$ cat src/rtl/packet_rx_ctrl.sv
// Post-header packet receiver: length capture, payload framing,
// checksum check, idle timeout and saturating error count.
module packet_rx_ctrl #(
   parameter int MAX_LEN = 16,
   parameter int TIMEOUT = 8
) (
   input  logic       clk,
   input  logic       reset,
   input  logic [7:0] X,
   input  logic       x_vld,
   input  logic       hdr_det,
   output logic [7:0] out_data,
   output logic       out_vld,
   output logic       out_sof,
   output logic       out_eof,
   output logic       pkt_ok,
   output logic       pkt_err,
   output logic [7:0] err_cnt,
   output logic       busy,
   output logic [1:0] state
);

   typedef enum logic [1:0] {
      IDLE    = 2'd0,
      LEN     = 2'd1,
      PAYLOAD = 2'd2,
      CSUM    = 2'd3
   } state_t;

   state_t     state_q, state_d;
   logic [7:0] len_q, len_d;
   logic [7:0] cnt_q, cnt_d;
   logic [7:0] csum_q, csum_d;
   logic [7:0] idle_q, idle_d;
   logic [7:0] data_d;
   logic       vld_d, sof_d, eof_d, ok_d, err_d;

   assign state = state_q;

   // State register, packet context and all registered outputs
   always_ff @(posedge clk or posedge reset) begin
      if (reset) begin
         state_q  <= IDLE;
         len_q    <= '0;
         cnt_q    <= '0;
         csum_q   <= '0;
         idle_q   <= '0;
         out_data <= '0;
         out_vld  <= 1'b0;
         out_sof  <= 1'b0;
         out_eof  <= 1'b0;
         pkt_ok   <= 1'b0;
         pkt_err  <= 1'b0;
         err_cnt  <= '0;
         busy     <= 1'b0;
      end else begin
         state_q  <= state_d;
         len_q    <= len_d;
         cnt_q    <= cnt_d;
         csum_q   <= csum_d;
         idle_q   <= idle_d;
         out_data <= data_d;
         out_vld  <= vld_d;
         out_sof  <= sof_d;
         out_eof  <= eof_d;
         pkt_ok   <= ok_d;
         pkt_err  <= err_d;
         busy     <= (state_d != IDLE);
         if (err_d && err_cnt != 8'hFF)
            err_cnt <= err_cnt + 8'd1;
      end
   end

   // Next-state, framing and error decisions for the current byte
   always_comb begin
      state_d = state_q;
      len_d   = len_q;
      cnt_d   = cnt_q;
      csum_d  = csum_q;
      idle_d  = idle_q;
      data_d  = out_data;
      vld_d   = 1'b0;
      sof_d   = 1'b0;
      eof_d   = 1'b0;
      ok_d    = 1'b0;
      err_d   = 1'b0;
      if (state_q == IDLE) begin
         idle_d = '0;
         if (hdr_det)
            state_d = LEN;
      end else if (!x_vld) begin
         if (idle_q == 8'(TIMEOUT - 1)) begin
            err_d   = 1'b1;
            state_d = IDLE;
            idle_d  = '0;
         end else begin
            idle_d = idle_q + 8'd1;
         end
      end else begin
         idle_d = '0;
         case (state_q)
            LEN: begin
               if (X == 8'd0 || X > 8'(MAX_LEN)) begin
                  err_d   = 1'b1;
                  state_d = IDLE;
               end else begin
                  len_d   = X;
                  cnt_d   = '0;
                  csum_d  = '0;
                  state_d = PAYLOAD;
               end
            end
            PAYLOAD: begin
               data_d = X;
               vld_d  = 1'b1;
               sof_d  = (cnt_q == 8'd0);
               eof_d  = (cnt_q == len_q - 8'd1);
               csum_d = csum_q + X;
               cnt_d  = cnt_q + 8'd1;
               if (cnt_q == len_q - 8'd1)
                  state_d = CSUM;
            end
            CSUM: begin
               if (X == csum_q)
                  ok_d = 1'b1;
               else
                  err_d = 1'b1;
               state_d = IDLE;
            end
            default: state_d = IDLE;
         endcase
      end
   end

endmodule

$ cat config.mk
export PLATFORM = sky130hd
export DESIGN_NAME = packet_rx_ctrl
export DESIGN_NICKNAME = d
export VERILOG_FILES = /design/src/rtl/packet_rx_ctrl.sv
export SDC_FILE = /design/constraint.sdc
export NUM_CORES = 1
export LEC_CHECK = 0
export CAP_MARGIN = 10
export CELL_PAD_IN_SITES_DETAIL_PLACEMENT = 1
export CELL_PAD_IN_SITES_GLOBAL_PLACEMENT = 1
export CORE_UTILIZATION = 40
export CTS_CLUSTER_DIAMETER = 100
export DETAILED_ROUTE_END_ITERATION = 10
export GPL_TIMING_DRIVEN = 1
export MAX_ROUTING_LAYER = met4
export PLACE_DENSITY = 0.8
export SYNTH_ARGS = -nofsm -noshare
export SYNTH_HDL_FRONTEND = slang
export SYNTH_SLANG_ARGS = --single-unit
$ cat constraint.sdc
create_clock -name clk -period 2.2 [get_ports clk]
set_input_delay 0.22 -clock clk [delete_from_list [all_inputs] [get_ports clk]]
set_output_delay 0.22 -clock clk [all_outputs]
set_load 0.02 [all_outputs]
==> results.ini, run 1 <==
[critical_path]
end_kind=flip-flop
crit_chain=ha_4 > or4_4 > o31ai_2 > o211ai_1 > nand2_2 > mux2_2
cpPeakStageDelay_ns=0.54
critPathKind=flip-flop to flip-flop
cp_slowest_cell=or4_4
cp_max_fo=2
critical_path_arrival_ns=2.32
cp.required_ns=2.41
start_kind=flip-flop

[synthesis]
synth-seq-area-share_pct=43.9
synth_edf_count=0
synthArstFlopShare_pct=100
synthesis.nets=355
syn-instance-count=325
ys_warn_count=0
synth_cell_types=51
mappedNetlistArea_um2=3190
synthFlopType=dfrtp_1
avgSynthCellArea_um2=9.81
ys_seq_elements=56

[cts]
cts_buffer_depth=2
cts.sinks=56
cts_max_level=2
numCtsBuffers=5
clock_latency_ns=0.32
cts_tree=done
path_clk_slew_ns=0.10
hold_buffers=0
cts.root.buffer_cell=clkbuf_8

[layout]
insertedDiodeCount=0
finalNonFillerCells=504
post-route-util_pct=53.5
stdcell_area_um2=4130
nNetsFinal=431
syn_to_final_growth_pct=29.6
final_layout_size_suffix_gt1_share_pct=18.9

[flow_run]
maxCapViolCount=0

[drt]
wl_per_cell_um=17.3
drt-pass1-iter-count=4
wl_um=8730
drc_errors=0
ant_nets=0
vias=2761
drt-vias-per-instance=5.48
drt_iter0_markers=110

[die]
num_io_pins=36
core_um2=7730
die-width_um=91.3
die_area_um2=8330
core.rowCount=32
start_util_pct=41.3
dieHeight_um=91.3

[timing]
slew_violations=0
setup-violations-final=0
fin_crit_ns=2.11
rsz0062_at_grt=no
skew_ns=0.00502
relSlewSlack_pct=63.9
worst_pin_slew_ns=0.540
fmax_mhz=474
min_period_over_period_pct=95.9
hold_viol=0
whs_ns=0.246

[worst_hold_path]
hp-class=input pin to async pin

[power_and_ir_drop]
leakage_nw=1.88
vdd_ir_drop_max_uv=432
powerDensity_nw_per_um2=856

[place]
hpwlAfterDp_um=6580
dp.cells=495
dpl_cell_area_um2=4000
portBuffers=35
place_congestion=0.893

[grt]
grt_overflow=0
groute.usage.overall_pct=23.3
antenna_found_initial=0
grt_pass1_wl_um=14900
grt_max_degree=34
grt_pass1_vias=2990

[run_status]
status=finished clean

## routing by layer
layer	up-vias	track usage [%]	part of all wire (%)
met5	-	-	0
met4	0	6.08	1.1
met3	8	3.02	1.9
met2	32	39.3	51
met1	1406	29.5	46
li1	1315	-	-
## synth_stat cells, types with 3 or more instances
cell      number  area share, %
dfrtp_1       56             44
nand2_1       35            4.1
xnor2_1       19            5.2
inv_1         18            2.1
nand3_1       18            2.8
ha_1          17            6.7
nor2_1        16            1.9
a21oi_1       13            2.0
xor2_1        10            2.7
o21ai_0        9            1.4
nor3_1         8            1.3
nor4_1         8            1.6
clkbuf_1       7           0.82
mux2_2         7            2.5
o31ai_1        7            1.6
and3_1         6            1.2
nand2b_1       6            1.2
a21o_1         5            1.2
nand4_1        5           0.98
a22o_1         4            1.1
and2_1         4           0.78
or3_1          4           0.78
or4_1          4           0.94
buf_2          3           0.47
o211ai_1       3           0.71
o21bai_1       3           0.71
## report_power, final
group / leakage (nW) / internal (mW) / total (mW) / switching (mW)
sequential: 0.754 / 1.20 / 1.41 / 0.211
clock: 0.0455 / 0.258 / 0.603 / 0.345
combinational: 1.08 / 0.738 / 1.52 / 0.784
## stage by stage
stage / TNS, ns / setup WS [ns] / power [mW]
6_report: 0 / 0.0904 / 3.54
5_1_grt: 0 / 0.00106 / 3.77
4_1_cts: 0 / 0.0219 / 3.55
3_5_place_dp: -6.08 / -0.349 / 2.93
3_3_place_gp: -4.16 / -0.291 / 2.86
2_1_floorplan: 0 / 0.00792 / 2.32
## what timing repair did
action / 4_1_cts / 5_1_grt
pin swaps: 0 / 2
buffers inserted: 0 / 1
resized for setup: 1 / 10
setup endpoints to repair: 1 / 6
## cells in the final DEF, fill, tap and decap left out, drive strengths merged, types with 2 or more instances in the layout
cell / Yosys / routed
nor4: 9 / 9
and3: 6 / 6
and2: 4 / 4
a311oi: 2 / 2
nor2: 16 / 16
a31oi: 2 / 2
nor3: 8 / 8
a21oi: 13 / 13
a211o: 2 / 2
dlymetal6s2s: 0 / 3
buf: 4 / 45
mux2: 8 / 8
a2111oi: 2 / 2
nand4: 5 / 5
clkbuf: 7 / 8
xor2: 10 / 10
o211ai: 3 / 3
clkdlybuf4s50: 0 / 32
dfrtp: 56 / 56
a211oi: 2 / 2
ha: 17 / 17
xnor2: 19 / 19
or4: 4 / 4
nand2: 36 / 36
inv: 18 / 18
nand2b: 6 / 6
a21o: 5 / 5
nand3: 18 / 18
o21bai: 3 / 3
a22o: 4 / 4
or3: 4 / 4
o21ai: 9 / 9
o31ai: 7 / 7
and4: 2 / 2
## sequential cells by signal, summed over array words and instances, names as in the netlist
register  cells
cnt_q         8
csum_q        8
err_cnt       8
idle_q        8
len_q         8
out_data      8
state         2
busy          1
out_eof       1
out_sof       1
out_vld       1
pkt_err       1
pkt_ok        1
## critical path: cells and delay by family (launching register included)
| family | cells | cell delay [ns] |
|---|---|---|
| simple gates | 2 | 0.65 |
| flops | 1 | 0.43 |
| compound gates | 2 | 0.36 |
| mux | 1 | 0.33 |
| fa+ha+maj | 1 | 0.23 |
## path summary, 6_finish.rpt
kind | depth (start not counted) | slack [ns] | end | startpoint
min | 2 | 0.25 | err_cnt[1] | reset
min reg2reg | 1 | 0.46 | idle_q[0] | idle_q[0]
max reg2reg | 6 | 0.09 | err_cnt[1] | csum_q[3]
max | 6 | 0.09 | err_cnt[1] | csum_q[3]
min in group clk | 3 | 0.25 | out_data[5] | X[5]
max in group asynchronous | 3 | 1.38 | cnt_q[6] | reset
## final cells by class
cell class	count	area (µm²)
clock buffer	8	90.1
fill	866	3590
inverter	18	67.6
multi-input combinational	240	1740
sequential	56	1400
tap	102	128
timing repair buffer	80	708
## kinds of logic after synthesis
family / count (synthesis) / synth area share, %
adders and majority gates: 18 / 7.30
and+or+nand+nor: 124 / 20.5
DFF: 56 / 43.9
xor gates and xnor gates: 29 / 7.96
muxes: 9 / 3.26
buffers and inverters: 29 / 3.77
AOI/OAI and AO/OA: 60 / 13.3
Power figures use the tool's default switching activity.
==> run 2: changes to the inputs <==
==> constraint.sdc (replaced) <==
create_clock -name clk -period 1.85 [get_ports clk]
set_input_delay 0.185 -clock clk [delete_from_list [all_inputs] [get_ports clk]]
set_output_delay 0.185 -clock clk [all_outputs]
set_load 0.02 [all_outputs]
==> run 2 against run 1 <==
Sequential power is 19% higher; the flow now finishes with violations (negative setup slack); non-clock buffer count grew 53; via count up 22%; power increased by 55%; count of clock-buffer cells in the layout down 2.
==> results.ini, run 2 (same netlist as run 1, synthesis figures left out) <==
[cts]
cts.root.buffer_cell=clkbuf_8
cts_tree=done
path_clk_slew_ns=0.11  ; about the same
clock_latency_ns=0.33  ; about the same
hold_buffers=0  ; unchanged
cts_max_level=2  ; unchanged
cts_buffer_depth=2  ; unchanged
numCtsBuffers=5  ; unchanged
cts.sinks=56  ; unchanged

[layout]
nNetsFinal=484  ; +12%
syn_to_final_growth_pct=59.1
layout_common_cells=80 x buf_4, 53 x dfrtp_1, 34 x nand2_1
final_layout_size_suffix_gt1_share_pct=42.4  ; +24 points
insertedDiodeCount=0  ; unchanged
final_common_cell=buf_4
post-route-util_pct=65.7  ; +12 points
stdcell_area_um2=5070  ; +23%

[drt]
drc_errors=0  ; unchanged
ant_nets=0  ; unchanged
drt-pass1-iter-count=4  ; unchanged
vias=3379  ; +22%
wl_um=15300  ; +76%
wl_per_cell_um=27.6  ; +59%
drt_iter0_markers=246  ; +120%
drt-vias-per-instance=6.07  ; +11%

[die]
die-width_um=91.3  ; unchanged
start_util_pct=41.3  ; unchanged
core.rowCount=32  ; unchanged
die_area_um2=8330  ; unchanged
num_io_pins=36  ; unchanged
dieHeight_um=91.3  ; unchanged
core_um2=7730  ; unchanged

[critical_path]
crit_family=simple AND/OR/NAND/NOR gates
start_kind=flip-flop
r2r_cells=7  ; +1
r2r_end=err_cnt[2]
cp_slowest_cell=or4_4
path_buf_inv=1  ; +1
end_kind=flip-flop
r2r_start=csum_q[5]
cpPeakStageDelay_ns=0.58  ; +0.04 ns
cp.required_ns=2.09  ; -0.32 ns
crit_chain=ha_4 > or4_4 > o31ai_4 > o211ai_1 > buf_4 > nand3_1 > xnor2_1
critical_path_arrival_ns=2.58  ; +0.26 ns
critPathKind=flip-flop to flip-flop
r2r_slack_ns=-0.49  ; -0.58 ns
cp_max_fo=7  ; +5

[power_and_ir_drop]
vdd_ir_drop_max_uv=654  ; +51%
leakage_nw=2.30  ; +23%
powerDensity_nw_per_um2=1080  ; +26%

[grt]
antenna_found_initial=0  ; unchanged
groute.usage.overall_pct=31.1  ; +7.8 points
use_met2_pct=54.0  ; +15 points
grt_overflow=0  ; unchanged
use_met3_pct=4.61  ; +1.6 points
grt_pass1_wl_um=19000  ; +28%
busiest_layer=met2
grt_pass1_vias=3469  ; +16%
grt_max_degree=36  ; +5.9%
grt.met1_usage_pct=36.0  ; +6.4 points

[timing]
skew_ns=0.00941  ; +0.00439 ns
relSlewSlack_pct=64.0  ; about the same
hold_viol=0  ; unchanged
worst_pin_slew_ns=0.540  ; -0.000392 ns
rsz0062_at_grt=yes
min_period_over_period_pct=126  ; +30 points
worst_slack_ns=-0.486  ; -0.576 ns
fmax_mhz=428  ; -9.7%
fin_crit_ns=2.34  ; +0.226 ns
setup-violations-final=21  ; +21
slew_violations=0  ; unchanged

[place]
portBuffers=35  ; unchanged
place_congestion=0.956  ; +7.0%
hpwlAfterDp_um=7100  ; +7.9%
dpl_cell_area_um2=4310  ; +7.8%

[run_status]
status=finished with violations
violations=negative setup slack

[worst_hold_path]
hold-path-endpoint=out_data[2]
hold_depth=3
hp-class=input pin to flip-flop
hold_start=X[2]

[flow_run]
maxCapViolCount=0  ; unchanged

==> run 2: cell types whose count changed in the layout (fill, tap and decap cells not counted), sizes merged <==
| cell | delta |
|---|---|
| clkinv | +1 |
| buf | +53 |
| dlymetal6s2s | -1 |
| clkbuf | +2 |
| clkdlybuf4s50 | -5 |
| dlygate4sd2 | +2 |
| bufinv | +1 |
==> run 2: per-layer routing <==
metal	up-vias	wire, µm
li1	1418	-
met2	170	7770
met1	1718	5920
met5	-	0
met3	73	822
met4	0	835
==> run 2: where the power goes <==
group	leakage, nW	total (mW)	switching, mW	internal [mW]
Sequential	0.749	1.68	0.246	1.43
Combinational	1.50	2.95	1.57	1.39
Clock	0.0552	0.855	0.451	0.404
Total	2.30	5.49	2.26	3.22
==> run 2: layout make-up <==
cell class / instances / area [µm²]
Clock buffer: 6 / 72.6
Clock inverter: 2 / 35.0
Fill cell: 791 / 2650
Inverter: 18 / 72.6
Multi-Input combinational cell: 240 / 2180
Sequential cell: 56 / 1410
Tap cell: 102 / 128
Timing Repair Buffer: 133 / 1180
==> run 2: worst register-to-register path: stages, from the launching register on <==
cell and delay [ns]:
dfrtp_1 0.44, ha_4 0.23, or4_4 0.58, o31ai_4 0.23
o211ai_1 0.25, buf_4 0.25, nand3_1 0.12, xnor2_1 0.16
==> run 2: stage by stage <==
stage                     TNS, ns  total power [mW]  std cells  setup WS (ns)  hold WS [ns]
after global placement     -14.23              3.64        528         -0.592         0.439
after global routing        -5.81              5.66        557         -0.502         0.217
after CTS                   -1.72              4.76        545         -0.224         0.240
after detailed placement   -15.98              3.74        528         -0.635         0.456
after floorplan            -0.779              2.83        325         -0.294         0.290
final                       -4.96              5.49        557         -0.486         0.199
==> run 2: timing repair <==
action / 4_1_cts / 5_1_grt
setup buffers: 9 / 15
hold endpoints to repair: 0 / 0
pin swaps: 16 / 31
endpoints found under the setup margin: 35 / 36
gates resized for setup: 41 / 71
==> run 2: worst max-delay path by stage <==
stage                   start         end  cells after the start
floorplan           csum_q[5]  err_cnt[1]                      6
global placement         X[5]  err_cnt[1]                      7
detailed placement       X[5]  err_cnt[1]                      7
CTS                 csum_q[5]  err_cnt[5]                      7
global route        csum_q[4]  err_cnt[2]                      7
finish              csum_q[5]  err_cnt[2]                      7
